--- config.mk ---
export PLATFORM = sky130hd
export DESIGN_NAME = instr_fetch
export DESIGN_NICKNAME = d
export VERILOG_FILES = /design/src/rtl/instr_fetch.sv
export SDC_FILE = /design/constraint.sdc
export NUM_CORES = 1
export LEC_CHECK = 0
export CAP_MARGIN = 30
export CORE_MARGIN = 2
export CORE_UTILIZATION = 48
export DETAILED_ROUTE_END_ITERATION = 10
export GPL_TIMING_DRIVEN = 0
export PLACE_DENSITY = 0.84
export SYNTH_ARGS = -nofsm -noshare
export SYNTH_HDL_FRONTEND = slang
export SYNTH_SLANG_ARGS = --single-unit
export TNS_END_PERCENT = 10
--- constraint.sdc ---
create_clock -name clk -period 9.55 [get_ports clk]
set_input_delay 1.91 -clock clk [delete_from_list [all_inputs] [get_ports clk]]
set_output_delay 1.91 -clock clk [all_outputs]
set_load 0.005 [all_outputs]
--- src/rtl/instr_fetch.sv ---
// rtl/instr_fetch.sv - sequential instruction-memory reader with 2-entry output buffer
module instr_fetch #(
  parameter int DATA_WIDTH = 60,
  parameter int ADDR_WIDTH = 8
) (
  input  logic                  clk,
  input  logic                  reset,
  input  logic                  start,
  input  logic [ADDR_WIDTH-1:0] start_addr,
  input  logic [ADDR_WIDTH-1:0] end_addr,
  input  logic                  abort,
  output logic [ADDR_WIDTH-1:0] mem_addr,
  input  logic [DATA_WIDTH-1:0] mem_data,
  output logic [DATA_WIDTH-1:0] instr_out,
  output logic                  instr_valid,
  input  logic                  instr_ready,
  output logic                  busy,
  output logic                  done
);

  typedef enum logic [1:0] {
    IDLE  = 2'd0,
    FETCH = 2'd1,
    DRAIN = 2'd2
  } state_t;

  state_t                  state, state_next;
  logic [ADDR_WIDTH-1:0]   pc;
  logic [ADDR_WIDTH-1:0]   end_q;
  logic                    inflight;
  logic [1:0]              count;
  logic [DATA_WIDTH-1:0]   buf0, buf1;
  logic                    busy_q, done_q;

  logic                    pop;
  logic                    issue;
  logic                    can_issue;
  logic                    flush;
  logic                    drain_fire;
  logic [1:0]              tail;

  assign pop         = (count != 2'd0) && instr_ready;
  assign flush       = abort && (state != IDLE);
  // A slot is reserved for every in-flight read, so issue only while a free slot remains.
  assign can_issue   = ({1'b0, count} + {2'b00, inflight}) < (3'd2 + {2'b00, pop});
  assign tail        = count - {1'b0, pop};

  assign mem_addr    = pc;
  assign instr_out   = buf0;
  assign instr_valid = (count != 2'd0);
  assign busy        = busy_q;
  assign done        = done_q;

  // Next-state, issue and drain-completion decode.
  always_comb begin
    state_next = state;
    issue      = 1'b0;
    drain_fire = 1'b0;
    case (state)
      IDLE: begin
        if (start) state_next = FETCH;
      end
      FETCH: begin
        if (abort) begin
          state_next = IDLE;
        end else if (can_issue) begin
          issue = 1'b1;
          if (pc == end_q) state_next = DRAIN;
        end
      end
      DRAIN: begin
        if (abort) begin
          state_next = IDLE;
        end else if (done_q) begin
          // done is shown for one cycle while still busy; leave afterwards.
          state_next = IDLE;
        end else if (!inflight && (count == 2'd0 || (count == 2'd1 && pop))) begin
          drain_fire = 1'b1;
        end
      end
      default: state_next = IDLE;
    endcase
  end

  // Control registers: state, address counter, occupancy and status flags.
  always_ff @(posedge clk) begin
    if (reset) begin
      state    <= IDLE;
      pc       <= '0;
      end_q    <= '0;
      inflight <= 1'b0;
      count    <= 2'd0;
      busy_q   <= 1'b0;
      done_q   <= 1'b0;
    end else begin
      state  <= state_next;
      busy_q <= (state_next != IDLE);
      done_q <= drain_fire;
      if (state == IDLE && start) begin
        pc    <= start_addr;
        end_q <= end_addr;
      end else if (issue && pc != end_q) begin
        pc <= pc + ADDR_WIDTH'(1);
      end
      if (flush) begin
        inflight <= 1'b0;
        count    <= 2'd0;
      end else begin
        inflight <= issue;
        count    <= count + {1'b0, inflight} - {1'b0, pop};
      end
    end
  end

  // Buffer storage: shift on pop, then land the returning word at the new tail.
  always_ff @(posedge clk) begin
    if (pop) buf0 <= buf1;
    if (inflight) begin
      if (tail == 2'd0) buf0 <= mem_data;
      else              buf1 <= mem_data;
    end
  end

endmodule
Yosys cells after proc, flatten, opt, wreduce, memory -nomap -nowiden
Index checks and enable logic that the tools add are counted.
Widths: inputs -> output; s select.
{ "word_totals": {"input_bits": 81, "word_cells": 57, "out_inout_bits": 71, "reg_bits": 143} }
{ "classes": {"reduce_logical": 18, "bitwise": 2, "n_addsub": 6, "eq_ne": 5, "magnitude_cmp": 1, "muxes": 16} }
{ "ops": {"columns": ["cell", "n"], "rows": [
  ["$mux 60", 3],
  ["$mux 8", 2],
  ["$mux 2", 6],
  ["$add 8x1->8 const B", 1],
  ["$eq 8x8->1", 1],
  ["$ne 8x8->1", 1],
  ["$reduce_bool 2->1", 4],
  ["$logic_and 1x1->1", 6],
  ["$logic_not 2->1", 3],
  ["$pmux 2 s3", 1],
  ["$eq 2x1->1 const B", 2],
  ["$mux 1", 4],
  ["$reduce_or 4->1", 1],
  ["$sub 2x1->2", 2],
  ["$add 2x1->3", 1],
  ["$add 2x1->3 const A", 1],
  ["$lt 3x3->1", 1],
  ["$add 2x1->2", 1],
  ["$eq 2x2->1 const B", 1],
  ["$not 1->1", 2],
  ["$reduce_and 2->1", 1],
  ["$reduce_or 2->1", 1],
  ["$logic_not 1->1", 1],
  ["$logic_or 1x1->1", 1]
]} }

Depth between registers and ports, before layout
Gate-level depths: netlist of run 1.
{ "depth": {"ltp_word": 10, "mapped_depth": 10, "ltp_nobuf": 8} }

Worst setup path before layout of run 1
OpenSTA, ideal clock, no wires.
{ "synth_path": {"path_kind": "input -> register", "start": "input port instr_ready", "end": "register buf1[0] (enable)", "setup_slack_ps": 1581, "setup_time_ps": 570, "arrival_ps": 7400, "path_buffers": 2, "cell_stages": 6, "t_required_ps": 8980, "cell_sequence": "o21ai_1 > buf_2 > buf_1 > inv_1 > ha_1 > a21boi_0"} }
{ "synth_between": {"elab_chain_cells": 5} }
{ "synth_rtl": {"columns": ["item", "line", "source"], "rows": [
  ["start: declaration", "16", "input logic instr_ready,"],
  ["$logic_and 1x1->1", "42", "assign pop = (count != 2'd0) && instr_ready;"],
  ["$sub 2x1->2", "46", "assign tail = count - {1'b0, pop};"],
  ["$logic_not 2->1", "119", "if (tail == 2'd0) buf0 <= mem_data;"],
  ["$not 1->1 (no line)", null, null],
  ["$reduce_and 2->1 (no line)", null, null],
  ["end signal: assignment", "120", "else buf1 <= mem_data;"],
  ["end: declaration", "32", "logic [DATA_WIDTH-1:0] buf0, buf1;"]
]} }
Every way passes these cells.
A chain may end at the register's enable or synchronous reset.

Final worst setup path of run 1
{ "layout_path": {"start": "input port instr_ready", "end": "register buf0[14] (netlist: instr_out[14])"} }
{ "layout_between": {"elab_chain_cells": 5, "word_cells_on_any_way": 6, "classes_between": "add/sub (1); mux (3); reduce/logical (2)"} }
{ "layout_rtl": {"columns": ["item", "line", "source"], "rows": [
  ["$logic_and 1x1->1 *", "42", null],
  ["$sub 2x1->2", "46", null],
  ["$logic_not 2->1", "119", null],
  ["$mux 60", "119", null],
  ["$mux 60 *", "118", "if (inflight) begin"],
  ["end signal: assignment", "117", "if (pop) buf0 <= buf1;"],
  ["end signal: assignment", "119", null],
  ["end: declaration", "32", null]
]} }
Mark *: on every way between the ends. The rest lies on a longest branch, timed or not.

==> impl_metrics.tcl, run 1 <==
set metrics [dict create \
    finalSetupTns_ns 0 \
    finClkSkew_ns 0.0106 \
    synth.most_common_cell "dfxtp_1" \
    clkLatencyLatePin_ns 0.42 \
    ys.flop_type "dfxtp_1" \
    post-route-period-util_pct 51.4 \
    wl_met3_um 907 \
    gp_congestion 0.862 \
    drt-vias-per-instance 5.25 \
    crit_arrival_ns 5.23 \
    cts_sinks 143 \
    wl_met2_um 6200 \
    slowest_delay_ns 0.58 \
    ir_drop_uv 197 \
    drc 0 \
    antenna_found_initial 0 \
    synth-edff-count 60 \
    clkTransAtPathRegs_ns 0.06 \
    met1_length_um 5360 \
    num_rows 38 \
    critPathLaunchType "input port" \
    syn-num-nets 548 \
    vias 4124 \
    root_buffer "clkbuf_16" \
    antenna_cells 0 \
    muxShareOfSynthArea_pct 11.3 \
    ys_seq_elements 143 \
    dieArea_mm2 0.0122 \
    cp_max_fo 10 \
    synth_common_cells "dfxtp_1, nand2_1, o21ai_0" \
    seq_area_frac_synth_pct 63.9 \
    finalWirelength_um 12800 \
    initial_core_util_pct 49.6 \
    synth_top_area_share_pct 33.2 \
    grt-ovfl-total 0 \
    p_per_area_mw_per_mm2 272 \
    firstDrtPassIters 4 \
    drive_above_1_share_pct 6.66 \
    rsz0062_at_grt "no" \
    dpl.hpwl_um 8700 \
    synth_compound_area_share_pct 10.0 \
    synth-simple-area-share_pct 9.37 \
    core_area_mm2 0.0109 \
    cts_tree "built" \
    r2r_cells 10 \
    holdPathStages 2 \
    synth_top_family_by_area "multiplexers" \
    synth_top_area_cell "edfxtp_1" \
    leakage_nw 3.14 \
    cts-buffers-inserted 17 \
    worstMarginPinSlew_ns 0.787 \
    fmax_mhz 204 \
    synthCells 461 \
    die_h_um 110 \
    die_w_um 110 \
    end_kind "flip-flop" \
    syn_area_mm2 0.00542 \
    grt_pass1_vias 4090 \
    fin_util_pct 71.4 \
    cpMostUsedCell "clkbuf_1" \
    hold_viol_final 0 \
    ys_warn_count 0 \
    synth_xor_area_share_pct 1.94 \
    slowest_stage "buf_1" \
    drt_iter0_markers 208 \
    synth_async_sr_flop_share_pct 0 \
    grt_max_degree 27 \
    hold_path.class "flip-flop to flip-flop" \
    fin_crit_ns 4.91 \
    routedWlPerCell_um 16.3 \
    area_growth_pct 44.0 \
    synthTopCellsByArea "edfxtp_1, dfxtp_1, mux2i_1, o21ai_0, nand2_1" \
    pin_count 152 \
    maxCapViolCount 0 \
    crit_chain "clkdlybuf4s50_1 > o21ai_1 > buf_2 > buf_1 > inv_1 > ha_1 > and3_1 > clkbuf_1 > clkbuf_1 > nand2_1 > o21ai_0" \
    holdBufCountCts 0 \
    topRoutingLayerUsed "met4" \
    timing_worst_setup_path_type "input port to flip-flop" \
    setup_viol 0 \
    ctsResizeCount 0 \
    status "finished clean" \
    grt_pass1_wl_um 19800 \
    avgSynthCellArea_um2 11.8 \
    drtAntennaViolNets 0 \
    grt_use_total_pct 21.6 \
    h-tree-depth 4 \
    clock_path_buffers 2 \
    synth.distinct_cells 40 \
    cts_setup_buffers 0 \
    numPortBuffers 150 \
    synthAdderAreaFrac_pct 1.39 \
    required_ns 9.87 \
    design.final.nets 720 \
    relSlewSlack_pct 47.5 \
    slew_viol_final 0 \
]
-- cells in the final DEF (no fill, tap or decap), types with 3 or more instances in the layout --
cell type | synthesis | final
nand2b_1 | 3 | 3
edfxtp_1 | 60 | 60
clkinv_4 | 0 | 3
nor2_1 | 11 | 11
xnor2_1 | 10 | 10
a211oi_1 | 4 | 4
nand4_1 | 4 | 4
clkdlybuf4s50_1 | 0 | 150
ha_1 | 6 | 6
clkbuf_1 | 18 | 18
clkinv_2 | 0 | 5
clkbuf_16 | 0 | 17
inv_1 | 5 | 5
bufinv_16 | 0 | 5
a21oi_1 | 11 | 11
o21ai_0 | 64 | 64
dfxtp_1 | 83 | 83
a311oi_1 | 4 | 4
nand2_1 | 81 | 81
or3_1 | 3 | 3
buf_1 | 6 | 6
mux2i_1 | 61 | 61
-- layer usage --
| metal | up-vias | global-route usage (%) |
|---|---|---|
| met1 | 1966 | 26.1 |
| met3 | 27 | 7.23 |
| met2 | 138 | 35.0 |
| li1 | 1993 | - |
| met4 | 0 | 10.3 |
| met5 | - | 0 |
-- registers in the layout, summed over array words and instances, names as in the netlist --
name	cells
busy	1
buf1	60
mem_addr	8
instr_out	60
inflight	1
done	1
end_q	8
count	2
state	2
-- cell type report --
| cell class | count | area (µm²) |
|---|---|---|
| plain buffers | 25 | 95.1 |
| clock buffers | 17 | 425 |
| clock inverters | 15 | 218 |
| fillers | 808 | 3130 |
| inverters | 5 | 18.8 |
| multi-input cells | 288 | 1850 |
| flip-flops and latches | 143 | 3460 |
| well taps | 140 | 175 |
| repair buffers | 153 | 1550 |
-- power breakdown --
group	total [W]	internal (W)	switching (W)
Clock	0.000718	0.000463	0.000255
Combinational	0.000542	0.000343	0.000199
Sequential	0.000862	0.000780	0.0000821
Total	0.00212	0.00159	0.000536
-- worst max-delay path, delay by kind of cell --
| family | cells | cell delay [ns] |
|---|---|---|
| simple gates | 2 | 0.37 |
| buf+inv | 6 | 2.34 |
| compound gates | 2 | 0.21 |
| fa+ha+maj | 1 | 0.39 |
-- cells by family after synthesis --
logic type | Yosys count
XOR/XNOR | 12
adder cells (fa/ha/maj) | 6
AO/OA/AOI/OAI | 94
buffers and inverters | 30
flip-flops | 143
AND/OR/NAND/NOR | 115
multiplexers | 61
-- through the flow --
stage / power (W) / worst slack (ns) / hold WS, ns / cells / instance area, µm²
global route: 0.00222 / 4.34 / 0.501 / 786 / 7800
CTS: 0.00214 / 4.64 / 0.474 / 786 / 7800
floorplan: 0.00106 / 1.58 / 0.449 / 461 / 5420
detailed placement: 0.00142 / 4.28 / 0.466 / 754 / 7160
finish: 0.00212 / 4.64 / 0.472 / 786 / 7800
global placement: 0.00139 / -1.66 / 0.459 / 751 / 7100
-- final timing paths --
path                                      end         from  slack, ns
worst min-delay path                 end_q[3]     end_q[3]       0.47
worst max register to register  instr_out[14]     count[1]       6.23
worst max-delay path            instr_out[14]  instr_ready       4.64
worst min register to register       end_q[3]     end_q[3]       0.47
Note: power is estimated with default switching activity, not from simulation.
==> run 2: changes to the inputs <==
Clock period 9.55 ns to 4.8 ns, I/O delays scaled along.
==> impl_metrics.tcl, run 2 (synthesis gave the netlist of run 1 again) <==
set metrics [dict create \
    status "finished clean" \
    end_kind "flip-flop" \
    setup_viol 0 \
    clkLatencyLatePin_ns 0.42 \
    most-common-layout-cells "clkdlybuf4s50_1, dfxtp_1, nand2_1" \
    drive_above_1_share_pct 6.50 \
    fmax_mhz 257 \
    ir_drop_uv 321 \
    placedCellCount 754 \
    finClkSkew_ns 0.00571 \
    p_per_area_mw_per_mm2 527 \
    gp_congestion 0.838 \
    routedWlPerCell_um 16.8 \
    dpl.hpwl_um 9200 \
    holdBufCountCts 0 \
    num_rows 38 \
    grt-ovfl-total 0 \
    r2r-end "buf1[48]" \
    die_w_um 110 \
    drtAntennaViolNets 0 \
    rsz0062_at_grt "no" \
    numPortBuffers 150 \
    fin_crit_ns 3.90 \
    cts_tree "built" \
    h-tree-depth 4 \
    crit_arrival_ns 4.02 \
    area_growth_pct 42.9 \
    cts-buffers-inserted 17 \
    regToRegSetupSlack_ns 1.53 \
    cp-startpoint "instr_ready" \
    cts_sinks 143 \
    post-route-period-util_pct 81.2 \
    hold_path.class "flip-flop to flip-flop" \
    clkTransAtPathRegs_ns 0.06 \
    relSlewSlack_pct 40.9 \
    hold_viol_final 0 \
    power_w 0.00408 \
    layout_commonest_cell "clkdlybuf4s50_1" \
    antenna_found_initial 0 \
    finalWirelength_um 13200 \
    ctsResizeCount 0 \
    leakage_nw 3.11 \
    drt-vias-per-instance 5.27 \
    grt_use_total_pct 22.6 \
    endpoint "buf1[48]" \
    worstMarginPinSlew_ns 0.885 \
    die_h_um 110 \
    pin_count 152 \
    antenna_cells 0 \
    vias 4141 \
    critPathLaunchType "input port" \
    drt_iter0_markers 187 \
    cts_setup_buffers 0 \
    core_area_mm2 0.0109 \
    dieArea_mm2 0.0122 \
    design.final.nets 720 \
    hold_start "end_q[2]" \
    cp_max_fo 26 \
    required_ns 4.92 \
    initial_core_util_pct 49.6 \
    timing_worst_setup_path_type "input port to flip-flop" \
    grt_pass1_vias 4205 \
    slew_viol_final 0 \
    instances_no_fill 786 \
    r2r_start "count[1]" \
    firstDrtPassIters 5 \
    maxCapViolCount 0 \
    grt_pass1_wl_um 20600 \
    grt_max_degree 27 \
    root_buffer "clkbuf_16" \
    r2r_cells 8 \
    drc 0 \
    clock_path_buffers 2 \
]
[run 2: changes by cell type in the layout (fill, tap and decap cells not counted), sizes merged]
cell      before  now
inv            6    5
clkbuf        35   38
clkinvlp       1    3
clkinv         8    7
bufinv         5    2
[run 2: critical path, cell delays in order]
cell             delay, ns
clkdlybuf4s50_1       0.45
o21ai_1               0.10
buf_2                 0.24
buf_1                 0.55
inv_1                 0.17
ha_1                  0.38
a21boi_4              0.71
buf_16                0.23
buf_12                0.19
[run 2: routing by layer]
metal | wire length [µm] | track usage, % | vias up
li1 | - | - | 1998
met1 | 5160 | 25.2 | 1959
met2 | 6760 | 39.1 | 151
met3 | 921 | 7.58 | 33
met4 | 323 | 9.91 | 0
met5 | 0 | 0 | -
[run 2: metrics by stage]
stage                     worst slack, ns  setup TNS, ns  hold slack [ns]  util [%]  cell area (µm²)
after CTS                           0.852              0            0.476      70.8             7740
after global placement             -0.933         -55.80            0.459      64.9             7100
after floorplan                     0.648              0            0.449         -             5420
final                               0.904              0            0.477      70.8             7740
after detailed placement            0.412              0            0.464      65.5             7160
after global routing                0.602              0            0.500      70.8             7740
[run 2: worst min-delay path by stage]
stage                     cells past startpoint        to
final                                         2  end_q[2]
after detailed placement                      2  end_q[4]
after floorplan                               2  end_q[2]
after global routing                          2  end_q[7]
after CTS                                     2  end_q[4]
after global placement                        2  end_q[3]
[run 2: power breakdown]
group,internal (W),total [W],leakage [nW],switching (W)
clock,0.000797,0.00129,0.285,0.000489
combinational,0.000684,0.00109,1.59,0.000404
sequential,0.00155,0.00171,1.23,0.000158
total,0.00303,0.00408,3.11,0.00105
[run 2: layout make-up]
type | instances | area, µm²
clock inverters | 12 | 116
repair buffers | 153 | 1550
well taps | 140 | 175
flip-flops and latches | 143 | 3460
inverters | 5 | 18.8
clock buffers | 20 | 467
multi-input cells | 288 | 1850
fillers | 824 | 3190
plain buffers | 25 | 95.1
==> run 3: changes to the inputs <==
Settings changed: CORE_UTILIZATION 48 to 43, PLACE_DENSITY 0.84 to 0.8.
Clock period 4.8 ns to 3.4 ns, I/O delays scaled along.
==> impl_metrics.tcl, run 3 (synthesis gave the netlist of run 1 again) <==
set metrics [dict create \
    slowest_delay_ns 0.61 \
    ir_drop_uv 479 \
    grt_max_degree 25 \
    drc 0 \
    status "finished clean" \
    numPortBuffers 150 \
    core_area_mm2 0.0125 \
    grt_pass1_vias 4004 \
    relSlewSlack_pct 46.6 \
    h-tree-depth 4 \
    grt_use_total_pct 19.2 \
    initial_core_util_pct 43.5 \
    drt-vias-per-instance 4.94 \
    placedCellCount 786 \
    drtAntennaViolNets 0 \
    crit_chain "clkdlybuf4s50_1 > o21ai_1 > buf_2 > inv_1 > ha_1 > a21boi_4 > buf_12 > buf_16" \
    cp_max_fo 24 \
    cts-buffers-inserted 17 \
    design_area_mm2 0.00786 \
    firstDrtPassIters 7 \
    worstMarginPinSlew_ns 0.801 \
    crit_arrival_ns 3.27 \
    antenna_found_initial 0 \
    rsz0062_at_grt "no" \
    slew_viol_final 0 \
    critPathLaunchType "input port" \
    slowest_stage "a21boi_4" \
    maxCapViolCount 0 \
    vias 4040 \
    cts_tree "built" \
    routedWlPerCell_um 15.6 \
    leakage_nw 3.15 \
    cts_sinks 143 \
    fin_crit_ns 3.15 \
    layout_commonest_cell "clkdlybuf4s50_1" \
    area_growth_pct 45.0 \
    hold_path.class "flip-flop to flip-flop" \
    crit_family "buffers and inverters" \
    post-route-period-util_pct 92.7 \
    drive_above_1_share_pct 6.67 \
    most-common-layout-cells "clkdlybuf4s50_1, dfxtp_1, nand2_1" \
    instances_no_fill 817 \
    pin_count 152 \
    clkTransAtPathRegs_ns 0.06 \
    num_rows 41 \
    grt-ovfl-total 0 \
    dp_worst_setup_slack_ns -0.664 \
    timing_worst_setup_path_type "input port to flip-flop" \
    die_h_um 116 \
    end_kind "flip-flop" \
    required_ns 3.51 \
    gp_congestion 0.880 \
    finalWirelength_um 12800 \
    finalSetupTns_ns 0 \
    cp_num_buf_inv 5 \
    dpl.hpwl_um 9050 \
    grt_pass1_wl_um 19700 \
    hold_viol_final 0 \
    fmax_mhz 317 \
    cts_setup_buffers 0 \
    setup_ws_ns 0.247 \
    place_area_mm2 0.00720 \
    clkLatencyLatePin_ns 0.41 \
    dieArea_mm2 0.0135 \
    finClkSkew_ns 0.00935 \
    design.final.nets 719 \
    p_per_area_mw_per_mm2 758 \
    die_w_um 116 \
    antenna_cells 0 \
    root_buffer "clkbuf_16" \
    drt_iter0_markers 255 \
    clock_path_buffers 2 \
    fillCellCount 992 \
    setup_viol 0 \
]
==> run 3: cell types whose count changed in the layout (fill, tap and decap cells not counted), moves of 2 or more <==
cell,before,now
bufinv_16,2,5
clkbuf_1,18,16
clkbuf_2,0,2
clkinv_2,6,3
==> run 3: worst paths after layout <==
| check | from | to | slack (ns) | depth (start not counted) |
|---|---|---|---|---|
| worst max-delay path | instr_ready | buf1[42] | 0.25 | 8 |
| worst min-delay path | end_q[2] | end_q[2] | 0.47 | 2 |
| worst max register to register | count[1] | buf1[42] | 0.59 | 7 |
| worst min register to register | end_q[2] | end_q[2] | 0.47 | 2 |
==> run 3: worst register-to-register path, delay by kind of cell (launching register included) <==
family / cells / cell delay [ns]
AO/OA/AOI/OAI: 2 / 0.76
adder cells (fa/ha/maj): 1 / 0.37
flip-flops: 1 / 0.33
buffers and inverters: 4 / 1.05
==> run 3: final cells by class <==
class	count	area [µm²]	share of cell area (%)
well taps	172	215	2.74
flip-flops and latches	143	3460	44.1
clock inverters	12	188	2.39
inverters	5	18.8	0.239
clock buffers	20	467	5.94
multi-input cells	288	1850	23.6
repair buffers	153	1560	19.8
plain buffers	24	93.8	1.19
==> run 3: through the flow <==
stage                     hold WS [ns]  utilization (%)  power (W)
final                            0.474             63.0    0.00596
after global routing             0.491             63.0    0.00626
after CTS                        0.477             63.0    0.00602
after detailed placement         0.466             57.8    0.00398
after global placement           0.460             57.3    0.00392
after floorplan                  0.449                -    0.00297
==> run 3: power by group <==
part	switching, W	internal (W)
clock network	0.000666	0.00135
logic	0.000563	0.000964
registers	0.000222	0.00219
total	0.00145	0.00451
==> run 3: what timing repair did <==
| item | in CTS | in global routing |
|---|---|---|
| resized for setup | 0 | 4 |
| cloned | 0 | 0 |
| setup endpoints to repair | 102 | 22 |
| hold buffers | 0 | 0 |
==> run 3: routing by layer <==
metal  GRT usage [%]  share of wire [%]  vias to the layer above  wire, µm
met5               0                  0                        -         0
met4            6.19               0.96                        0       123
met3            6.75                6.1                       10       777
met2            31.9                 49                      125      6220
met1            23.4                 44                     1914      5660
li1                -                  -                     1991         -
